--- src/rtl/space_invaders_pkg.sv ---
// Shared types and sprite constants for the space invaders datapath blocks.
// The bullet scheduler derives its default retire height from the sprite constants.
package space_invaders_pkg;

    localparam int BULLET_WIDTH  = 4;
    localparam int BULLET_HEIGHT = 3;
    localparam int BULLET_SCALE  = 10;
    localparam int BULLET_TRUE_HEIGHT = BULLET_HEIGHT * BULLET_SCALE;

    typedef enum logic [1:0] {
        IDLE   = 2'd0,
        UPDATE = 2'd1,
        ALLOC  = 2'd2
    } bullet_sched_state_t;

endpackage

--- src/rtl/bullet_sched_lowest_free_slot.sv ---
// Priority encoder returning the lowest-index slot that is neither live nor being hit.
// Slots hit in the current cycle are excluded so they are never re-allocated the same edge.
module lowest_free_slot #(
    parameter int NUM_BULLETS = 4,
    parameter int IDX_W       = (NUM_BULLETS > 1) ? $clog2(NUM_BULLETS) : 1
) (
    input  logic [NUM_BULLETS-1:0] active,
    input  logic [NUM_BULLETS-1:0] hit,
    output logic [IDX_W-1:0]       idx,
    output logic                   any_free
);

    logic [NUM_BULLETS-1:0] free_mask;

    always_comb begin
        free_mask = ~active & ~hit;
        idx       = '0;
        any_free  = 1'b0;
        // Scan high to low so the lowest free index is the last one written.
        for (int i = NUM_BULLETS - 1; i >= 0; i--) begin
            if (free_mask[i]) begin
                idx      = IDX_W'(i);
                any_free = 1'b1;
            end
        end
    end

endmodule

--- src/rtl/bullet_sched.sv ---
// Bullet pool scheduler: per-frame sweep of live bullets, then one cooldown-gated allocation.
// Optional shot counter enabled by defining BULLET_SCHED_STATS_EN.
module bullet_sched
    import space_invaders_pkg::*;
#(
    parameter int SCREEN_CORDW    = 16,
    parameter int NUM_BULLETS     = 4,
    parameter int SPEED           = 4,
    parameter int COOLDOWN_FRAMES = 8,
    parameter int TRUE_HEIGHT     = BULLET_TRUE_HEIGHT
) (
    input  logic                                 clk,
    input  logic                                 rst,
    input  logic                                 frame,
    input  logic                                 fire,
    input  logic signed [SCREEN_CORDW-1:0]       spaceship_x,
    input  logic signed [SCREEN_CORDW-1:0]       spaceship_y,
    input  logic [NUM_BULLETS-1:0]               hit,
    output logic [NUM_BULLETS-1:0]               active,
    output logic [NUM_BULLETS*SCREEN_CORDW-1:0]  bullet_x,
    output logic [NUM_BULLETS*SCREEN_CORDW-1:0]  bullet_y,
    output logic                                 fire_ack,
    output logic [15:0]                          shots_fired
);

    localparam int IDX_W = (NUM_BULLETS > 1) ? $clog2(NUM_BULLETS) : 1;
    localparam logic signed [SCREEN_CORDW-1:0] SPEED_S  = SCREEN_CORDW'(SPEED);
    localparam logic [SCREEN_CORDW:0]          HEIGHT_G = (SCREEN_CORDW + 1)'(TRUE_HEIGHT);
    localparam logic [IDX_W-1:0]               LAST_IDX = IDX_W'(NUM_BULLETS - 1);

    bullet_sched_state_t state;
    logic [IDX_W-1:0] idx;
    logic [7:0]       cooldown;
    logic             fire_q;

    logic signed [SCREEN_CORDW-1:0] pos_x [NUM_BULLETS];
    logic signed [SCREEN_CORDW-1:0] pos_y [NUM_BULLETS];

    logic signed [SCREEN_CORDW-1:0] y_new;
    logic [SCREEN_CORDW:0]          y_bottom;
    logic                           retire;
    logic [IDX_W-1:0]               alloc_idx;
    logic                           any_free;
    logic                           alloc_go;
    logic [NUM_BULLETS-1:0]         active_next;

    lowest_free_slot #(
        .NUM_BULLETS (NUM_BULLETS),
        .IDX_W       (IDX_W)
    ) u_free (
        .active   (active),
        .hit      (hit),
        .idx      (alloc_idx),
        .any_free (any_free)
    );

    // One shared subtractor; the bottom edge check carries a guard bit so wrap cannot hide a retire.
    always_comb begin
        y_new    = pos_y[idx] - SPEED_S;
        y_bottom = {y_new[SCREEN_CORDW-1], y_new} + HEIGHT_G;
        retire   = y_bottom[SCREEN_CORDW] || (y_bottom == '0);
        alloc_go = (state == ALLOC) && fire_q && (cooldown == 8'd0) && any_free;
    end

    always_comb begin
        active_next = active;
        if (state == UPDATE && active[idx] && retire)
            active_next[idx] = 1'b0;
        if (alloc_go)
            active_next[alloc_idx] = 1'b1;
        // A collision always has the last word on slot liveness.
        active_next = active_next & ~hit;
    end

    always_ff @(posedge clk or posedge rst) begin
        if (rst) begin
            state    <= IDLE;
            idx      <= '0;
            cooldown <= 8'd0;
            fire_q   <= 1'b0;
            active   <= '0;
            fire_ack <= 1'b0;
            for (int i = 0; i < NUM_BULLETS; i++) begin
                pos_x[i] <= '0;
                pos_y[i] <= '0;
            end
        end else begin
            fire_ack <= 1'b0;
            active   <= active_next;
            case (state)
                IDLE: begin
                    if (frame) begin
                        fire_q <= fire;
                        if (cooldown != 8'd0)
                            cooldown <= cooldown - 8'd1;
                        idx   <= '0;
                        state <= UPDATE;
                    end
                end
                UPDATE: begin
                    if (active[idx] && !hit[idx])
                        pos_y[idx] <= y_new;
                    if (idx == LAST_IDX)
                        state <= ALLOC;
                    else
                        idx <= idx + IDX_W'(1);
                end
                ALLOC: begin
                    if (alloc_go) begin
                        pos_x[alloc_idx] <= spaceship_x;
                        pos_y[alloc_idx] <= spaceship_y;
                        cooldown         <= 8'(COOLDOWN_FRAMES);
                        fire_ack         <= 1'b1;
                    end
                    state <= IDLE;
                end
                default: state <= IDLE;
            endcase
        end
    end

    for (genvar g = 0; g < NUM_BULLETS; g++) begin : g_pack
        assign bullet_x[g*SCREEN_CORDW +: SCREEN_CORDW] = pos_x[g];
        assign bullet_y[g*SCREEN_CORDW +: SCREEN_CORDW] = pos_y[g];
    end

`ifdef BULLET_SCHED_STATS_EN
    logic [15:0] shot_count;

    always_ff @(posedge clk or posedge rst) begin
        if (rst)
            shot_count <= 16'd0;
        else if (alloc_go)
            shot_count <= shot_count + 16'd1;
    end

    assign shots_fired = shot_count;
`else
    assign shots_fired = 16'd0;
`endif

endmodule

--- config.mk ---
export PLATFORM = sky130hd
export DESIGN_NAME = bullet_sched
export DESIGN_NICKNAME = d
export VERILOG_FILES = /design/src/rtl/space_invaders_pkg.sv /design/src/rtl/bullet_sched_lowest_free_slot.sv /design/src/rtl/bullet_sched.sv
export SDC_FILE = /design/constraint.sdc
export NUM_CORES = 1
export LEC_CHECK = 0
export BUFFER_PORTS_ARGS = -buffer_cell sky130_fd_sc_hd__buf_2
export CAP_MARGIN = 5
export CORE_ASPECT_RATIO = 0.6
export CORE_MARGIN = 2
export CORE_UTILIZATION = 39
export DETAILED_ROUTE_END_ITERATION = 6
export PLACE_DENSITY = 0.59
export SETUP_SLACK_MARGIN = 0.2
export SYNTH_ARGS = -nofsm -noshare
export SYNTH_HDL_FRONTEND = slang
export SYNTH_SLANG_ARGS = --single-unit
--- constraint.sdc ---
create_clock -name clk -period 6 [get_ports clk]
set_input_delay 1.2 -clock clk [delete_from_list [all_inputs] [get_ports clk]]
set_output_delay 1.2 -clock clk [all_outputs]
set_load 0.005 [all_outputs]
==> results.json <==
{
  "outcome": "completed",
  "final-max-slew-violation-count": 0,
  "syn_area_um2": 7370,
  "critPathRequiredTime_ns": 6.26,
  "synth.avg_cell_area_um2": 11.5,
  "dp.cells": 1029,
  "place_congestion": 0.893,
  "post-dp-hpwl_um": 16700,
  "final-setup-viol-count": 0,
  "die_area_um2": 20100,
  "vias": 6213,
  "clockBufferDepth": 2,
  "layout_common_cells": "buf_2 (172), dfrtp_1 (146), mux2_2 (65)",
  "crit_fanout": 7,
  "synth_warnings": 0,
  "stdcell_area_um2": 8970,
  "detail_route.first_pass.iterations": 5,
  "whs_path_depth": 1,
  "track_usage_pct": 23.6,
  "drt_first_iter_violations": 742,
  "arrival_ns": 4.62,
  "rsz0062_at_grt": "false",
  "synth_edf_count": 0,
  "hold_buffers": 0,
  "cts_setup_buffers": 0,
  "mostFrequentLayoutCell": "buf_2",
  "syn2layout_area_growth_pct": 21.7,
  "critical_path.top_delay_family": "simple AND/OR/NAND/NOR gates",
  "path_clk_slew_ns": 0.06,
  "n_antenna_cell": 0,
  "pwr_density_cell_nw_per_um2": 422,
  "detail-route-antenna-nets": 0,
  "root_buffer": "clkbuf_16",
  "numPortBuffers": 172,
  "wl_um": 23300,
  "cpMaxStageDelayCell": "mux4_2",
  "holdWs_ns": 0.460,
  "period_needed_ns": 4.36,
  "finalPower_w": 0.00379,
  "via_per_inst": 5.86,
  "max_freq_mhz": 229,
  "fin_crit_sh_pct": 72.7,
  "criticalPathCategory": "flop to flop",
  "crit_path_end_kind": "flop",
  "ios": 189,
  "worstPathCellList": "mux4_2 > inv_1 > ha_1 > inv_1 > or4_4 > or4_4 > a2bb2oi_4 > nor3_2 > a311oi_1 > a21oi_1 > o41ai_1 > a21oi_1",
  "grt_max_degree": 90,
  "grt-ovfl-total": 0,
  "worstMarginPinSlew_ns": 1.11,
  "cts_resized": 0,
  "critical_path_depth": 12,
  "postSynthCellCount": 641,
  "crit_path_max_incr_delay_ns": 0.69,
  "grt_pass1_wl_um": 36700,
  "clk_latency_ns": 0.42,
  "wl_per_cell_um": 21.9,
  "layout-drive-gt1-share_pct": 38.9,
  "final_nets": 857,
  "drc_errors": 0,
  "final-hold-violation-count": 0,
  "ys_seq_area_share_pct": 49.6,
  "maxCapViolations": 0,
  "relSlewSlack_pct": 25.5,
  "placed_area_um2": 8430,
  "synthArstFlopShare_pct": 100,
  "cts.sinks": 146,
  "antenna_found_initial": 1,
  "ys_types": 60,
  "fp.dieW_um": 182,
  "die_h_um": 111,
  "skew_ns": 0.0104,
  "worstSetupStartpointType": "flop",
  "cts_buffers": 17,
  "synth_seq_cells": 146,
  "core_area_um2": 18300,
  "grt_pass1_vias": 6336,
  "num_rows": 38,
  "hold_class": "flop to flop",
  "p_leak_nw": 4.45,
  "irDropWorstVdd_mv": 0.309,
  "h-tree-depth": 4,
  "cts_tree": "done",
  "initial_core_util_pct": 40.3,
  "r2r_cells": 12,
  "yosys_most_used_dff": "dfrtp_1",
  "fin_cells": 1061,
  "path_buf_inv": 2,
  "finalSetupTns_ns": 0
}
==> worst paths after layout <==
| check | startpoint | endpoint | slack, ns |
|---|---|---|---|
| max | idx[0] | active[0] | 1.64 |
| min | cooldown[6] | cooldown[6] | 0.46 |
| max reg2reg | idx[0] | active[0] | 1.64 |
| min reg2reg | cooldown[6] | cooldown[6] | 0.46 |
| max in group asynchronous | rst | state[1] | 3.76 |
| min in group asynchronous | rst | bullet_x[34] | 0.94 |
==> registers in the layout, summed over array words and instances (netlist names) <==
signal	cells
active	4
bullet_x	64
bullet_y	64
cooldown	8
fire_ack	1
fire_q	1
idx	2
state	2
==> layout make-up <==
cell class,count,area (um2)
inverters,16,65.1
well taps,240,300
clock inverters,12,83.8
fillers,1652,9330
clock buffers,20,457
multi-input cells,441,3450
flip-flops and latches,146,3650
repair buffers,186,966
==> power by group <==
part           switching (W)  total (W)  leakage, nW  internal (W)
logic               0.000953    0.00159         2.22      0.000638
registers           0.000114    0.00122         1.97       0.00110
clock network       0.000429   0.000979        0.255      0.000550
==> worst register-to-register path: cells and delay by family, from the launching register on <==
kind,cells,cell delay [ns]
and+or+nand+nor,3,1.28
DFF,1,0.58
adders and majority gates,1,0.22
buffers and inverters,2,0.23
AOI/OAI and AO/OA,5,1.18
muxes,1,0.70
==> synth_stat cells, types with 5 or more instances <==
library cell,count,area [um2]
clkbuf_1,29,109
o22a_1,30,263
xor2_1,6,52.6
or3_1,5,31.3
o21a_1,7,52.6
buf_4,16,120
nand2_1,32,120
a21oi_1,38,190
mux4_2,14,315
nor2_1,66,248
dfrtp_1,146,3650
ha_1,9,113
xnor2_1,14,123
nor3_1,10,50.1
a32oi_1,10,87.6
mux2_2,65,732
o221ai_1,6,52.6
o21ai_0,25,125
inv_1,15,56.3
a22oi_1,30,225
==> metal layers <==
metal,GRT usage (%),part of all wire [%],vias to the layer above
met5,0,0,-
met3,7.16,10,62
li1,-,-,2671
met2,33.5,43,400
met4,7.91,2.0,0
met1,34.2,45,3080
==> cells by family (layout without fill, tap and decap cells) <==
kind of cell | after synthesis | in the layout | synth area share (%)
AOI/OAI and AO/OA | 159 | 159 | 15.2
DFF | 146 | 146 | 49.6
xor gates and xnor gates | 21 | 21 | 2.60
and+or+nand+nor | 149 | 149 | 10.2
muxes | 87 | 87 | 16.2
other | 1 | 16 | 0.0509
buffers and inverters | 69 | 234 | 4.70
adders and majority gates | 9 | 9 | 1.53
==> through the flow <==
stage	setup WS (ns)	util, %
2_1_floorplan	0.877	-
3_3_place_gp	2.02	46.1
3_5_place_dp	1.79	46.1
4_1_cts	1.72	49.0
5_1_grt	1.51	49.0
6_report	1.64	49.0
Power figures use the tool's default switching activity.
